### src/rtl/tagged_branch_predictor_if.sv
// tagged_branch_predictor_if: fetch lookup, execute update and statistics signals of the branch predictor.
interface tagged_branch_predictor_if;
    logic [31:0] PC_F;
    logic        Predict_Taken_F;
    logic [31:0] PC_Prediction_F;
    logic        Update_E;
    logic [31:0] PC_E;
    logic        Branch_Taken_E;
    logic [31:0] PC_Target_E;
    logic        Predict_Taken_E;
    logic [31:0] Branch_Count;
    logic [31:0] Mispredict_Count;

    modport master (
        output PC_F, Update_E, PC_E, Branch_Taken_E, PC_Target_E, Predict_Taken_E,
        input  Predict_Taken_F, PC_Prediction_F, Branch_Count, Mispredict_Count
    );
    modport slave (
        input  PC_F, Update_E, PC_E, Branch_Taken_E, PC_Target_E, Predict_Taken_E,
        output Predict_Taken_F, PC_Prediction_F, Branch_Count, Mispredict_Count
    );
endinterface

### src/rtl/tagged_branch_predictor.sv
// tagged_branch_predictor: tagged table of valid/tag/target/saturating counter, looked up combinationally.
// Defining TAGGED_BP_STATS_EN builds the resolved-branch and mispredict counters.
module tagged_branch_predictor #(
    parameter int ENTRIES = 32,
    parameter int CTR_W   = 2,
    parameter int IDX_W   = $clog2(ENTRIES)
) (
    input logic CLK,
    input logic RST,
    tagged_branch_predictor_if.slave bp
);
    localparam int TAG_W = 30 - IDX_W;
    localparam logic [CTR_W-1:0] CTR_MAX  = '1;
    localparam logic [CTR_W-1:0] CTR_WEAK = CTR_W'(1) << (CTR_W - 1);

    logic [ENTRIES-1:0]             valid_q;
    logic [ENTRIES-1:0][CTR_W-1:0]  ctr_q;
    logic [TAG_W-1:0]               tag_q [ENTRIES];
    logic [31:0]                    target_q [ENTRIES];

    logic [IDX_W-1:0] idx_f, idx_e;
    logic [TAG_W-1:0] tag_f, tag_e;
    logic             hit_f, hit_e;
    logic [CTR_W-1:0] ctr_e, ctr_d;
    logic             unused_bits;

    assign idx_f = bp.PC_F[IDX_W+1:2];
    assign tag_f = bp.PC_F[31:IDX_W+2];
    assign idx_e = bp.PC_E[IDX_W+1:2];
    assign tag_e = bp.PC_E[31:IDX_W+2];
    assign unused_bits = ^{bp.PC_F[1:0], bp.PC_E[1:0]};

    // Outputs are forced quiet while RST is held, before the table has been cleared.
    assign hit_f = !RST && valid_q[idx_f] && tag_q[idx_f] == tag_f;
    assign bp.Predict_Taken_F = hit_f && ctr_q[idx_f][CTR_W-1];
    assign bp.PC_Prediction_F = hit_f ? target_q[idx_f] : 32'h0;

    always_comb begin
        hit_e = valid_q[idx_e] && tag_q[idx_e] == tag_e;
        ctr_e = ctr_q[idx_e];
        ctr_d = !hit_e ? CTR_WEAK
              : bp.Branch_Taken_E ? (ctr_e == CTR_MAX ? ctr_e : ctr_e + 1'b1)
              : (ctr_e == '0 ? ctr_e : ctr_e - 1'b1);
    end

    // Not-taken misses never allocate, so an aliasing not-taken branch leaves the owner intact.
    always_ff @(posedge CLK) begin
        if (RST) begin
            valid_q <= '0;
            ctr_q   <= '0;
        end else if (bp.Update_E && (hit_e || bp.Branch_Taken_E)) begin
            valid_q[idx_e] <= 1'b1;
            ctr_q[idx_e]   <= ctr_d;
        end
    end

    always_ff @(posedge CLK) begin
        if (!RST && bp.Update_E && bp.Branch_Taken_E) begin
            tag_q[idx_e]    <= tag_e;
            target_q[idx_e] <= bp.PC_Target_E;
        end
    end

`ifdef TAGGED_BP_STATS_EN
    logic [31:0] br_cnt_q, mis_cnt_q;

    always_ff @(posedge CLK) begin
        if (RST) begin
            br_cnt_q  <= '0;
            mis_cnt_q <= '0;
        end else if (bp.Update_E) begin
            br_cnt_q  <= br_cnt_q + 32'd1;
            mis_cnt_q <= mis_cnt_q + 32'(bp.Predict_Taken_E != bp.Branch_Taken_E);
        end
    end

    assign bp.Branch_Count     = RST ? 32'h0 : br_cnt_q;
    assign bp.Mispredict_Count = RST ? 32'h0 : mis_cnt_q;
`else
    logic unused_pred;
    assign unused_pred         = bp.Predict_Taken_E;
    assign bp.Branch_Count     = 32'h0;
    assign bp.Mispredict_Count = 32'h0;
`endif
endmodule
### src/flat_wrapper.sv
// flat-port wrapper written by rule: the top's interface ports become plain ports
module tagged_branch_predictor_flat 
#(
    parameter int ENTRIES = 32,
    parameter int CTR_W   = 2,
    parameter int IDX_W   = $clog2(ENTRIES)
)
  (CLK, RST, bp_PC_F, bp_Update_E, bp_PC_E, bp_Branch_Taken_E, bp_PC_Target_E, bp_Predict_Taken_E, bp_Predict_Taken_F, bp_PC_Prediction_F, bp_Branch_Count, bp_Mispredict_Count);
  tagged_branch_predictor_if bp_i ();
  input logic CLK;
  input logic RST;
  input wire logic [$bits(bp_i.PC_F)-1:0] bp_PC_F;
  input wire logic [$bits(bp_i.Update_E)-1:0] bp_Update_E;
  input wire logic [$bits(bp_i.PC_E)-1:0] bp_PC_E;
  input wire logic [$bits(bp_i.Branch_Taken_E)-1:0] bp_Branch_Taken_E;
  input wire logic [$bits(bp_i.PC_Target_E)-1:0] bp_PC_Target_E;
  input wire logic [$bits(bp_i.Predict_Taken_E)-1:0] bp_Predict_Taken_E;
  output wire logic [$bits(bp_i.Predict_Taken_F)-1:0] bp_Predict_Taken_F;
  output wire logic [$bits(bp_i.PC_Prediction_F)-1:0] bp_PC_Prediction_F;
  output wire logic [$bits(bp_i.Branch_Count)-1:0] bp_Branch_Count;
  output wire logic [$bits(bp_i.Mispredict_Count)-1:0] bp_Mispredict_Count;
  assign bp_i.PC_F = bp_PC_F;
  assign bp_i.Update_E = bp_Update_E;
  assign bp_i.PC_E = bp_PC_E;
  assign bp_i.Branch_Taken_E = bp_Branch_Taken_E;
  assign bp_i.PC_Target_E = bp_PC_Target_E;
  assign bp_i.Predict_Taken_E = bp_Predict_Taken_E;
  assign bp_Predict_Taken_F = bp_i.Predict_Taken_F;
  assign bp_PC_Prediction_F = bp_i.PC_Prediction_F;
  assign bp_Branch_Count = bp_i.Branch_Count;
  assign bp_Mispredict_Count = bp_i.Mispredict_Count;
  tagged_branch_predictor #(.ENTRIES(ENTRIES), .CTR_W(CTR_W), .IDX_W(IDX_W)) u_core (.CLK(CLK), .RST(RST), .bp(bp_i));
endmodule
### config.mk
export PLATFORM = sky130hd
export DESIGN_NAME = tagged_branch_predictor_flat
export DESIGN_NICKNAME = d
export VERILOG_FILES = /design/src/rtl/tagged_branch_predictor_if.sv /design/src/rtl/tagged_branch_predictor.sv /design/src/flat_wrapper.sv
export SDC_FILE = /design/constraint.sdc
export NUM_CORES = 2
export LEC_CHECK = 0
export BUFFER_PORTS_ARGS = -buffer_cell sky130_fd_sc_hd__buf_2
export CAP_MARGIN = 25
export CORE_UTILIZATION = 55
export DETAILED_ROUTE_END_ITERATION = 6
export PLACE_DENSITY_LB_ADDON = 0.08
export SETUP_SLACK_MARGIN = 0.02
export SLEW_MARGIN = 0
export SYNTH_ARGS = -nofsm -noshare
export SYNTH_HDL_FRONTEND = slang
export SYNTH_SLANG_ARGS = --single-unit
### constraint.sdc
create_clock -name CLK -period 4.9 [get_ports CLK]
set_input_delay 0.49 -clock CLK [delete_from_list [all_inputs] [get_ports CLK]]
set_output_delay 0.49 -clock CLK [all_outputs]
set_load 0.02 [all_outputs]
Yosys cells after proc, flatten, opt, wreduce, memory -nomap -nowiden
Memory sizes are Yosys's and may differ from the RTL's.
Cells that the tools add are included.
- memories: 2
- flip-flop bits (word level): 96
- RAM bits: 1824
- word-level logic and storage cells: 75
- multiplexer cells: 20
- bitwise gates (word level): 1
- eq/ne operators: 3
- reduce and logical (&&, ||, !) cells: 11
- add/subtract/negate cells: 2
- magnitude comparators: 3
- memories (memory ; depth ; width ; read ports ; clocked after Yosys merged registers in ; write ports ; RTL line ; text):
    u_core.target_q ; 32 ; 32 ; 1 ; 0 ; 1 ; tagged_branch_predictor.sv:19 ; logic [31:0] target_q [ENTRIES];
    u_core.tag_q ; 32 ; 25 ; 2 ; 0 ; 1 ; tagged_branch_predictor.sv:18 ; logic [TAG_W-1:0] tag_q [ENTRIES];
- operators with widths (kind ; number):
    $bwmux 64 ; 1
    $eq 25x25->1 ; 2
    $mux 32 ; 1
    $or 32x32->32 ; 1
    $bmux 2 s5 ; 2
    $mux 2 ; 7
    $lt 5x6->1 const B ; 2
    $bmux 1 s5 ; 2
    $demux 2 s5 ; 1
    $logic_and 1x1->1 ; 8
    $demux 1 s5 ; 1
    $ge 5x1->1 const B ; 1
    $mux 1 ; 5
    $add 2x1->2 const B ; 1
    $eq 2x2->1 const B ; 1
    $logic_not 2->1 ; 1
    $sub 2x1->2 const B ; 1
    $logic_not 1->1 ; 1
    $logic_or 1x1->1 ; 1

Depth between registers and ports, before layout
- depth after elaboration: 7
- gate-level depth with buffers: 15
- mapped depth without buffers: 9

Least setup slack after synthesis
Ideal clock, no wire load.
- kind: input -> register
- start point: in bp_PC_E[3]
- end point: mem u_core.tag_q[7][0] (netlist bit), enable pin
- arrival time: 4.794 ns
- stages on the path: 9
- path buffers: 7
- setup slack: -0.366 ns
- library setup time: 0.472 ns
- data required time: 4.428 ns
- cell sequence: buf_2 > buf_2 > buf_2 > buf_2 > buf_2 > buf_2 > buf_2 > nand3_1 > nor2_1
- RTL lines (item ; RTL line ; text):
    start, declared ; flat_wrapper.sv:14 ; input wire logic [$bits(bp_i.PC_E)-1:0] bp_PC_E;
    end, declared ; tagged_branch_predictor.sv:18 ;
No word-level cell before the write port.

==> impl_results.md <==
- CTS sink cnt: 1920
- Number of placement rows: 140
- #FFs+latches synth: 1920
- Cts bufs inserted: 195
- First-pass GRT wire length: 319100 um
- Syn Std Cell Area: 81250 um2
- Design Area, Final: 93020 um2
- Clock period minus worst slack: 4.863 ns
- CTS tree: built
- Largest net degree at the start of global routing: 88
- RePlAce Congestion: 0.8286
- Starting DRC count in detailed routing: 5632
- Hold Path Class: in2reg
- Die height: 386.4 um
- Initial antenna violation count: 14
- Vias in the first global route: 43239
- Clock skew: 0.03620 ns
- Fin nets: 4431
- Fmax achieved: 205.6 MHz
- Die footprint: 149300 um2
- Setup_tns: 0 ns
- DP Area: 86010 um2
- RSZ-0062 raised after global routing: yes
- Max-slew violations: 0
- Antenna Nets Post-Route: 0
- DP Wirelength: 121500 um
- Vias per cell: 6.801
- Placed cell count: 6038
- Max-cap violations: 0
- Kind of critical path: reg2out
- Port bufs: 128
- Worst setup EP type: primary output
- First-pass detailed-route iteration total: 7
- Per-cell routed wire length: 35.40 um
- Status: completed
- Lkg Pwr: 30.64 nW
- Io pins: 198
- Ys async rst share: 0%
- Max rail drop VDD: 321.4 uV
- Clk root buf: clkbuf_16
- Hold Fails Final Rpt: 0
- Later-pin clock latency in the skew report: 0.83 ns
- Fin crit share: 99.25%
- Cell Count, Final, Fillers Out: 6418
- Sequential area share after synthesis: 69.78%
- Pwr Density: 373.5 nW/um2
- Commonest non-fill, non-tap cell in the layout: edfxtp_1
- GRT overflow: 0
- Distinct cells, synth: 49
- Worst setup SP type: flop
- Final setup viols: 0
- Area grow syn2layout: 14.48%
- Share of layout cells above drive strength 1: 30.96%
- DIE WIDTH: 386.4 um
- H-tree depth: 4
- EDFF count, synth: 1824
- Starting density of the core: 55.62%
- Commonest non-fill, non-tap cells in the layout: 1824 x edfxtp_1, 614 x mux4_2, 518 x mux2i_1
- Slew HR: 29.69%
- Synthesized instance count: 4019
- Vias: 43651
- GRT Total Usage: 30.75%
- Tightest Pin Transition: 1.052 ns
- Total power: 34.74 mW
- Crit path max fanout: 6
- Core Area: 146100 um2
- Clock-pin slew on the worst setup and hold paths: 0.06 ns
- Ys flop type: edfxtp_1
- DRC errors left: 0
- Final WL: 227200 um
- Crit path required time: 4.41 ns
- CP arrival: 4.37 ns
- Ys Warns: 0
- Clk buf depth: 3
- Syn Area/Cell: 20.22 um2
[synthesized netlist by cell type, types with 16 or more instances]
cell / n / share of area [%]
a21oi_1: 25 / 0.15
and3_1: 16 / 0.12
buf_1: 63 / 0.29
buf_2: 85 / 0.52
buf_4: 66 / 0.61
clkbuf_1: 118 / 0.55
dfxtp_1: 96 / 2.4
edfxtp_1: 1824 / 67
mux2i_1: 523 / 6.4
mux4_2: 614 / 17
nand2_1: 80 / 0.37
nor2_1: 69 / 0.32
nor3_2: 17 / 0.21
nor4_1: 56 / 0.43
o21a_1: 22 / 0.20
o22ai_1: 201 / 1.5
xor2_1: 22 / 0.24
[power by group]
part | internal [mW] | switching, mW | total, mW | leakage (nW)
clock network | 8.23 | 6.37 | 14.6 | 3.07
logic | 0.881 | 1.22 | 2.10 | 10.4
registers | 18.0 | 0.0217 | 18.0 | 17.2
total | 27.1 | 7.62 | 34.7 | 30.6
[worst paths after layout]
path | start | endpoint | slack [ns] | depth (start not counted)
setup / recovery | u_core.tag_q[30][12] | bp_PC_Prediction_F[24] | 0.04 | 14
hold / removal | RST | u_core.valid_q[26] | 0.11 | 2
setup reg to reg | u_core.tag_q[18][1] | u_core.ctr_q[36] | 0.97 | 11
hold reg to reg | u_core.ctr_q[32] | u_core.ctr_q[32] | 0.46 | 2
[cells by family after synthesis]
kind of cell | count (synthesis) | synth area share (%)
other | 1 | 0.004615
xor gates and xnor gates | 31 | 0.3342
buffers and inverters | 346 | 2.043
and+or+nand+nor | 312 | 2.245
AOI/OAI and AO/OA | 272 | 2.136
muxes | 1137 | 23.46
DFF | 1920 | 69.78
[metal layers]
| layer | wire length (um) | GRT usage (%) | vias up | share of wire [%] |
|---|---|---|---|---|
| met2 | 108600 | 48.36 | 2311 | 48 |
| met1 | 90910 | 43.82 | 23339 | 40 |
| met5 | 81 | 0 | - | 0.036 |
| li1 | - | - | 17533 | - |
| met4 | 8168 | 10.97 | 12 | 3.6 |
| met3 | 19450 | 5.265 | 456 | 8.6 |
[cell type report]
type / count / area, um2
inverter: 13 / 48.80
clock inverter: 134 / 1267
antenna: 5 / 12.51
sequential: 1920 / 56690
fill: 10050 / 53070
timing repair buffer: 384 / 3795
clock buffer: 229 / 5027
tap: 1917 / 2399
multi-input combinational: 1816 / 23780
[state kept, by name (all words and copies together), names as in the netlist]
signal,flops
u_core.ctr_q,64
u_core.tag_q,800
u_core.target_q,1024
u_core.valid_q,32
[through the flow]
step           hold WS [ns]  setup WS, ns  utilization [%]
2_1_floorplan        0.4315       -0.3659                -
3_3_place_gp         0.4390       -0.5650            58.88
3_5_place_dp         0.4466       -0.5221            58.88
4_1_cts             0.05063      -0.05812            63.58
5_1_grt             0.08016     -0.006229            63.67
6_report             0.1057       0.03653            63.67
[critical path, stage by stage, from the launching register on]
cell      delay (ns)
edfxtp_1        0.40
mux4_2          0.50
mux4_2          0.51
mux2i_2         0.20
buf_4           0.19
xor2_4          0.19
nand4_1         0.20
buf_6           0.21
nor4_4          0.12
buf_4           0.15
nand4_1         0.16
buf_12          0.22
buf_12          0.18
nor2_4          0.11
buf_6           0.12
[repair_timing]
action,4_1_cts,5_1_grt
endpoints found under the setup margin,33,33
hold buffers,0,0
buffers inserted,5,4
resized for setup,122,20
hold endpoints to repair,0,0
pin swaps,28,7
cloned,3,1
Note: power is estimated with default switching activity, not from simulation.
